===== src/rtl/api_wb_arb.sv =====
// Two-master round-robin Wishbone arbiter for the api slave port with a slave-stall watchdog.
// Define API_ARB_BURST_LIMIT_EN to cap each grant at MAX_BURST acks when the other master is waiting.
module api_wb_arb #(
  parameter int ADR_W     = 6,
  parameter int DAT_W     = 32,
  parameter int TIMEOUT   = 1024,
  parameter int MAX_BURST = 23
) (
  input  logic             CLK_I,
  input  logic             RST_N_I,
  input  logic             M0_CYC_I,
  input  logic             M0_STB_I,
  input  logic             M0_WE_I,
  input  logic [ADR_W-1:0] M0_ADR_I,
  input  logic [DAT_W-1:0] M0_DAT_I,
  input  logic [3:0]       M0_SEL_I,
  output logic             M0_ACK_O,
  output logic             M0_ERR_O,
  output logic [DAT_W-1:0] M0_DAT_O,
  input  logic             M1_CYC_I,
  input  logic             M1_STB_I,
  input  logic             M1_WE_I,
  input  logic [ADR_W-1:0] M1_ADR_I,
  input  logic [DAT_W-1:0] M1_DAT_I,
  input  logic [3:0]       M1_SEL_I,
  output logic             M1_ACK_O,
  output logic             M1_ERR_O,
  output logic [DAT_W-1:0] M1_DAT_O,
  output logic             S_CYC_O,
  output logic             S_STB_O,
  output logic             S_WE_O,
  output logic [ADR_W-1:0] S_ADR_O,
  output logic [DAT_W-1:0] S_DAT_O,
  output logic [3:0]       S_SEL_O,
  input  logic             S_ACK_I,
  input  logic [DAT_W-1:0] S_DAT_I,
  output logic [1:0]       grant,
  output logic [7:0]       err_cnt
);

  localparam logic [1:0] ST_IDLE = 2'd0;
  localparam logic [1:0] ST_G0   = 2'd1;
  localparam logic [1:0] ST_G1   = 2'd2;

  localparam int              WD_W    = $clog2(TIMEOUT);
  localparam logic [WD_W-1:0] WD_LAST = WD_W'(TIMEOUT - 1);

  logic [1:0]      state;
  logic [1:0]      state_nx;
  logic            last_owner;
  logic            last_owner_nx;
  logic [WD_W-1:0] wd_cnt;
  logic [7:0]      err_q;
  logic            in_grant;
  logic            owner;
  logic            own_cyc;
  logic            oth_cyc;
  logic [1:0]      oth_state;
  logic            wd_fire;
  logic            ack_fwd;
  logic            burst_hit;

  assign in_grant  = (state == ST_G0) || (state == ST_G1);
  assign owner     = (state == ST_G1);
  assign own_cyc   = owner ? M1_CYC_I : M0_CYC_I;
  assign oth_cyc   = owner ? M0_CYC_I : M1_CYC_I;
  assign oth_state = owner ? ST_G0 : ST_G1;

  // The slave side is a pure mux of the owning master; nothing is forwarded while idle.
  always_comb begin
    S_CYC_O  = 1'b0;
    S_STB_O  = 1'b0;
    S_WE_O   = 1'b0;
    S_ADR_O  = '0;
    S_DAT_O  = '0;
    S_SEL_O  = '0;
    M0_DAT_O = '0;
    M1_DAT_O = '0;
    case (state)
      ST_G0: begin
        S_CYC_O  = M0_CYC_I;
        S_STB_O  = M0_STB_I;
        S_WE_O   = M0_WE_I;
        S_ADR_O  = M0_ADR_I;
        S_DAT_O  = M0_DAT_I;
        S_SEL_O  = M0_SEL_I;
        M0_DAT_O = S_DAT_I;
      end
      ST_G1: begin
        S_CYC_O  = M1_CYC_I;
        S_STB_O  = M1_STB_I;
        S_WE_O   = M1_WE_I;
        S_ADR_O  = M1_ADR_I;
        S_DAT_O  = M1_DAT_I;
        S_SEL_O  = M1_SEL_I;
        M1_DAT_O = S_DAT_I;
      end
      default: ;
    endcase
  end

  // A reset cycle aborts the in-flight access silently, so ACK and ERR are masked by RST_N_I.
  assign wd_fire  = in_grant && S_STB_O && !S_ACK_I && (wd_cnt == WD_LAST);
  assign ack_fwd  = in_grant && S_ACK_I && RST_N_I;
  assign M0_ACK_O = ack_fwd && (state == ST_G0);
  assign M1_ACK_O = ack_fwd && (state == ST_G1);
  assign M0_ERR_O = wd_fire && RST_N_I && (state == ST_G0);
  assign M1_ERR_O = wd_fire && RST_N_I && (state == ST_G1);

  assign grant   = {state == ST_G1, state == ST_G0};
  assign err_cnt = err_q;

`ifdef API_ARB_BURST_LIMIT_EN
  localparam int               ACK_W    = $clog2(MAX_BURST + 1);
  localparam logic [ACK_W-1:0] ACK_LAST = ACK_W'(MAX_BURST - 1);

  logic [ACK_W-1:0] ack_cnt;

  assign burst_hit = ack_fwd && (ack_cnt == ACK_LAST);

  // With nobody waiting the owner keeps the bus and starts a fresh burst window.
  always_ff @(posedge CLK_I) begin
    if (!RST_N_I) begin
      ack_cnt <= '0;
    end else if (state_nx != state) begin
      ack_cnt <= '0;
    end else if (ack_fwd) begin
      ack_cnt <= (ack_cnt == ACK_LAST) ? '0 : ack_cnt + 1'b1;
    end
  end
`else
  logic [31:0] unused_max_burst;

  assign unused_max_burst = 32'(MAX_BURST);
  assign burst_hit        = 1'b0;
`endif

  // Ties in IDLE go to the master that did not own the bus last.
  always_comb begin
    state_nx      = state;
    last_owner_nx = last_owner;
    case (state)
      ST_IDLE: begin
        if (M0_CYC_I && M1_CYC_I) begin
          state_nx = last_owner ? ST_G0 : ST_G1;
        end else if (M0_CYC_I) begin
          state_nx = ST_G0;
        end else if (M1_CYC_I) begin
          state_nx = ST_G1;
        end
      end
      ST_G0, ST_G1: begin
        if (wd_fire) begin
          state_nx      = ST_IDLE;
          last_owner_nx = owner;
        end else if (!own_cyc) begin
          state_nx      = oth_cyc ? oth_state : ST_IDLE;
          last_owner_nx = owner;
        end else if (burst_hit && oth_cyc) begin
          state_nx      = oth_state;
          last_owner_nx = owner;
        end
      end
      default: state_nx = ST_IDLE;
    endcase
  end

  // The watchdog only measures one uninterrupted stall within a single grant.
  always_ff @(posedge CLK_I) begin
    if (!RST_N_I) begin
      state      <= ST_IDLE;
      last_owner <= 1'b1;
      wd_cnt     <= '0;
      err_q      <= '0;
    end else begin
      state      <= state_nx;
      last_owner <= last_owner_nx;
      if ((state_nx != state) || S_ACK_I) begin
        wd_cnt <= '0;
      end else if (S_STB_O) begin
        wd_cnt <= wd_cnt + 1'b1;
      end
      if (wd_fire && (err_q != 8'hFF)) begin
        err_q <= err_q + 8'd1;
      end
    end
  end

endmodule

===== config.mk =====
export PLATFORM = sky130hd
export DESIGN_NAME = api_wb_arb
export DESIGN_NICKNAME = d
export VERILOG_FILES = /design/src/rtl/api_wb_arb.sv
export SDC_FILE = /design/constraint.sdc
export NUM_CORES = 1
export LEC_CHECK = 0
export ABC_CLOCK_PERIOD_IN_PS = 2800
export CORE_AREA = 2 2 96 98
export CTS_BUF_LIST = sky130_fd_sc_hd__clkbuf_4
export DETAILED_ROUTE_END_ITERATION = 8
export DIE_AREA = 0 0 98 100
export HOLD_SLACK_MARGIN = 0.05
export PLACE_DENSITY = 0.74
export RECOVER_POWER = 100
export SYNTH_ARGS = -nofsm -noshare
export SYNTH_HDL_FRONTEND = slang
export SYNTH_SLANG_ARGS = --single-unit

===== constraint.sdc =====
create_clock -name CLK_I -period 2.8 [get_ports CLK_I]
set_input_delay 0.42 -clock CLK_I [delete_from_list [all_inputs] [get_ports CLK_I]]
set_output_delay 0.42 -clock CLK_I [all_outputs]
set_load 0.005 [all_outputs]

==> impl_metrics.json <==
{
  "status": "completed",
  "avgRoutedWirePerCell_um": 17.05,
  "slew_violations": 0,
  "skew_ps": 7.355,
  "clock_latency_ps": 310,
  "syn_area_um2": 2435,
  "timing.hold.ws_ps": 501.8,
  "min_period_ps": 2665,
  "cp.required_ps": 2380,
  "max_cap_violations": 0,
  "diodes": 0,
  "critical_path.top_delay_family": "buffers and inverters",
  "synth_edf_count": 0,
  "layout.nets": 713,
  "p_sw_share_pct": 41.08,
  "crit_arrival_ps": 2240,
  "net-switching-power_mw": 0.9353,
  "vias": 3401,
  "start_util_pct": 27.39,
  "viasPerCell": 4.922,
  "cts_buffers": 3,
  "avgSynthCellArea_um2": 7.078,
  "worst_pin_slew_ps": 610.0,
  "antenna_found_initial": 0,
  "worst_setup_path_start_kind": "flip-flop",
  "grt_pass1_vias": 3244,
  "pre_cts_slack_ps": 103.9,
  "grt_usage_pct": 21.98,
  "yosys-top-cells-count": "and2_1, nor2_1, a22oi_1",
  "drtAntennaViolNets": 0,
  "hold_viol": 0,
  "globalRouteOverflowTotal": 0,
  "dp.cells": 684,
  "pin_count": 248,
  "path_cells": "inv_1, ha_1, inv_1, buf_12, nor2_1, clkdlybuf4s50_1",
  "syn_inst": 344,
  "clkPwrFrac_pct": 7.1,
  "syn-num-nets": 476,
  "vdd_ir_drop_max_v": 0.0002971,
  "hpwl_um": 9524,
  "clock-root-buffer": "clkbuf_4",
  "ys_warn_count": 0,
  "port_buffers": 247,
  "cts.sinks": 21,
  "met1Wirelength_um": 5067,
  "die_w_um": 98,
  "rows": 35,
  "htree_levels": 1,
  "synth_top_area_cell": "dfxtp_1",
  "crit_top_cell": "inv_1",
  "dieArea_um2": 9800,
  "grt_pass1_wl_um": 17600,
  "cts_tree": "done",
  "clk_pin_slew_ps": 110,
  "yosys-top-cells-area": "dfxtp_1, and2_1, a22oi_1, nor2_1, nor4b_2",
  "syn_to_final_growth_pct": 109.1,
  "worstSetupPathType": "reg -> out",
  "ys_types": 44,
  "worstPathMaxFanout": 39,
  "p_int_mw": 1.342,
  "synth_top_cell_area_share_pct": 17.27,
  "core_area_um2": 8890,
  "ys_seq_area_share_pct": 17.27,
  "power_frac_seq_pct": 14.8,
  "drt-initial-drc-count": 192,
  "routed_wl_um": 11790,
  "slew_headroom_pct": 59.06,
  "routed-wl-met3_um": 845,
  "ys_async_sr_fraction_pct": 0,
  "period_share_pct": 95.17,
  "die_h_um": 100,
  "power.leakage_nw": 1.878,
  "synth-main-ff-cell": "dfxtp_1",
  "drc": 0,
  "clock_path_buffers": 2,
  "fmax_ghz": 0.3753,
  "place.gp.congestion": 0.8705,
  "slowest_stage": "clkdlybuf4s50_1",
  "combPwrFrac_pct": 78.1,
  "yosysMostFrequentCell": "and2_1",
  "grt_max_degree": 40,
  "min_path_type": "reg -> reg",
  "drt_first_pass_iters": 5,
  "setup_ws_ps": 135.3,
  "rsz0062_at_grt": "true",
  "maxUsedRoutingLayer": "met4",
  "final_cells": 691,
  "worst_setup_path_end_kind": "output pin",
  "ys_seq_elements": 21,
  "powerDensity_nw_per_um2": 447.3,
  "layout-drive-gt1-share_pct": 5.690,
  "wl_met2_um": 5583,
  "cp_num_buf_inv": 4,
  "setup_viol_count_final": 0,
  "critPathMaxStageDelay_ps": 500
}
-- final timing paths --
kind	from	to	slack, ps	cells after the start
setup / recovery	state[0]	S_SEL_O[2]	140	6
hold / removal	err_cnt[7]	err_cnt[7]	500	2
setup reg to reg	state[0]	wd_cnt[8]	480	7
hold reg to reg	err_cnt[7]	err_cnt[7]	500	2
-- repair_timing --
item                                    4_1_cts  5_1_grt
hold endpoints to repair                      0        0
gates resized for setup                       2        6
hold buffers                                  0        0
endpoints found under the setup margin       23       15
buffers inserted                              0        3
-- state kept, by name, indices dropped and copies added, names as in the netlist --
signal      flops
state           2
last_owner      1
wd_cnt         10
err_cnt         8
-- logic make-up (layout without fill, tap and decap cells) --
kind of cell	Yosys count	in the layout	synth area share, %
xor gates and xnor gates	12	12	4.317
and+or+nand+nor	193	193	43.63
AOI/OAI and AO/OA	67	67	22.15
buffers and inverters	38	274	6.577
muxes	6	6	2.467
adders and majority gates	7	7	3.597
DFF	21	21	17.27
-- per-layer routing --
layer | vias up | GRT usage [%]
li1 | 1675 | -
met1 | 1569 | 29.03
met2 | 134 | 37.57
met3 | 23 | 3.203
met4 | 0 | 5.983
met5 | - | 0
-- final cells by class --
| cell class | count | area [um2] |
|---|---|---|
| inverters | 9 | 33.78 |
| fillers | 844 | 3799 |
| multi-input cells | 285 | 1859 |
| clock buffers | 4 | 30.03 |
| flip-flops and latches | 21 | 427.9 |
| repair buffers | 261 | 2601 |
| well taps | 111 | 138.9 |
-- worst min-delay path, delay by kind of cell (launching register included) --
family | cells | cell delay, ps
flip-flops | 1 | 350
AND/OR/NAND/NOR | 1 | 60
multiplexers | 1 | 50
-- power by group through the flow --
stage,Combinational [mW],Sequential [mW],Clock (mW)
3_5_place_dp,1.74,0.343,0
6_report,1.78,0.338,0.161
4_1_cts,1.75,0.339,0.170
2_1_floorplan,0.806,0.332,0
5_1_grt,1.92,0.339,0.185
3_3_place_gp,1.73,0.342,0
-- through the flow --
step	cell area (um2)	setup TNS (ps)	total power, mW	util (%)
final	5091	0	2.277	57.27
after global placement	5017	0	2.071	56.44
after detailed placement	5017	0	2.087	56.44
after global routing	5091	-9.150	2.447	57.27
after CTS	5050	0	2.263	56.81
after floorplan	2435	0	1.138	-
-- placed cells by master, fill, tap and decap left out, drive strengths merged, types with 8 or more instances in the layout --
cell type      synthesis  final
clkdlybuf4s50          0    239
and2                  67     67
nor2                  56     56
a22oi                 44     44
dfxtp                 21     21
nand2                 19     19
buf                    9     14
nand3                 10     10
inv                    9      9
xnor2                  9      9
dlygate4sd3            0      8
Note: power is estimated with default switching activity, not from simulation.
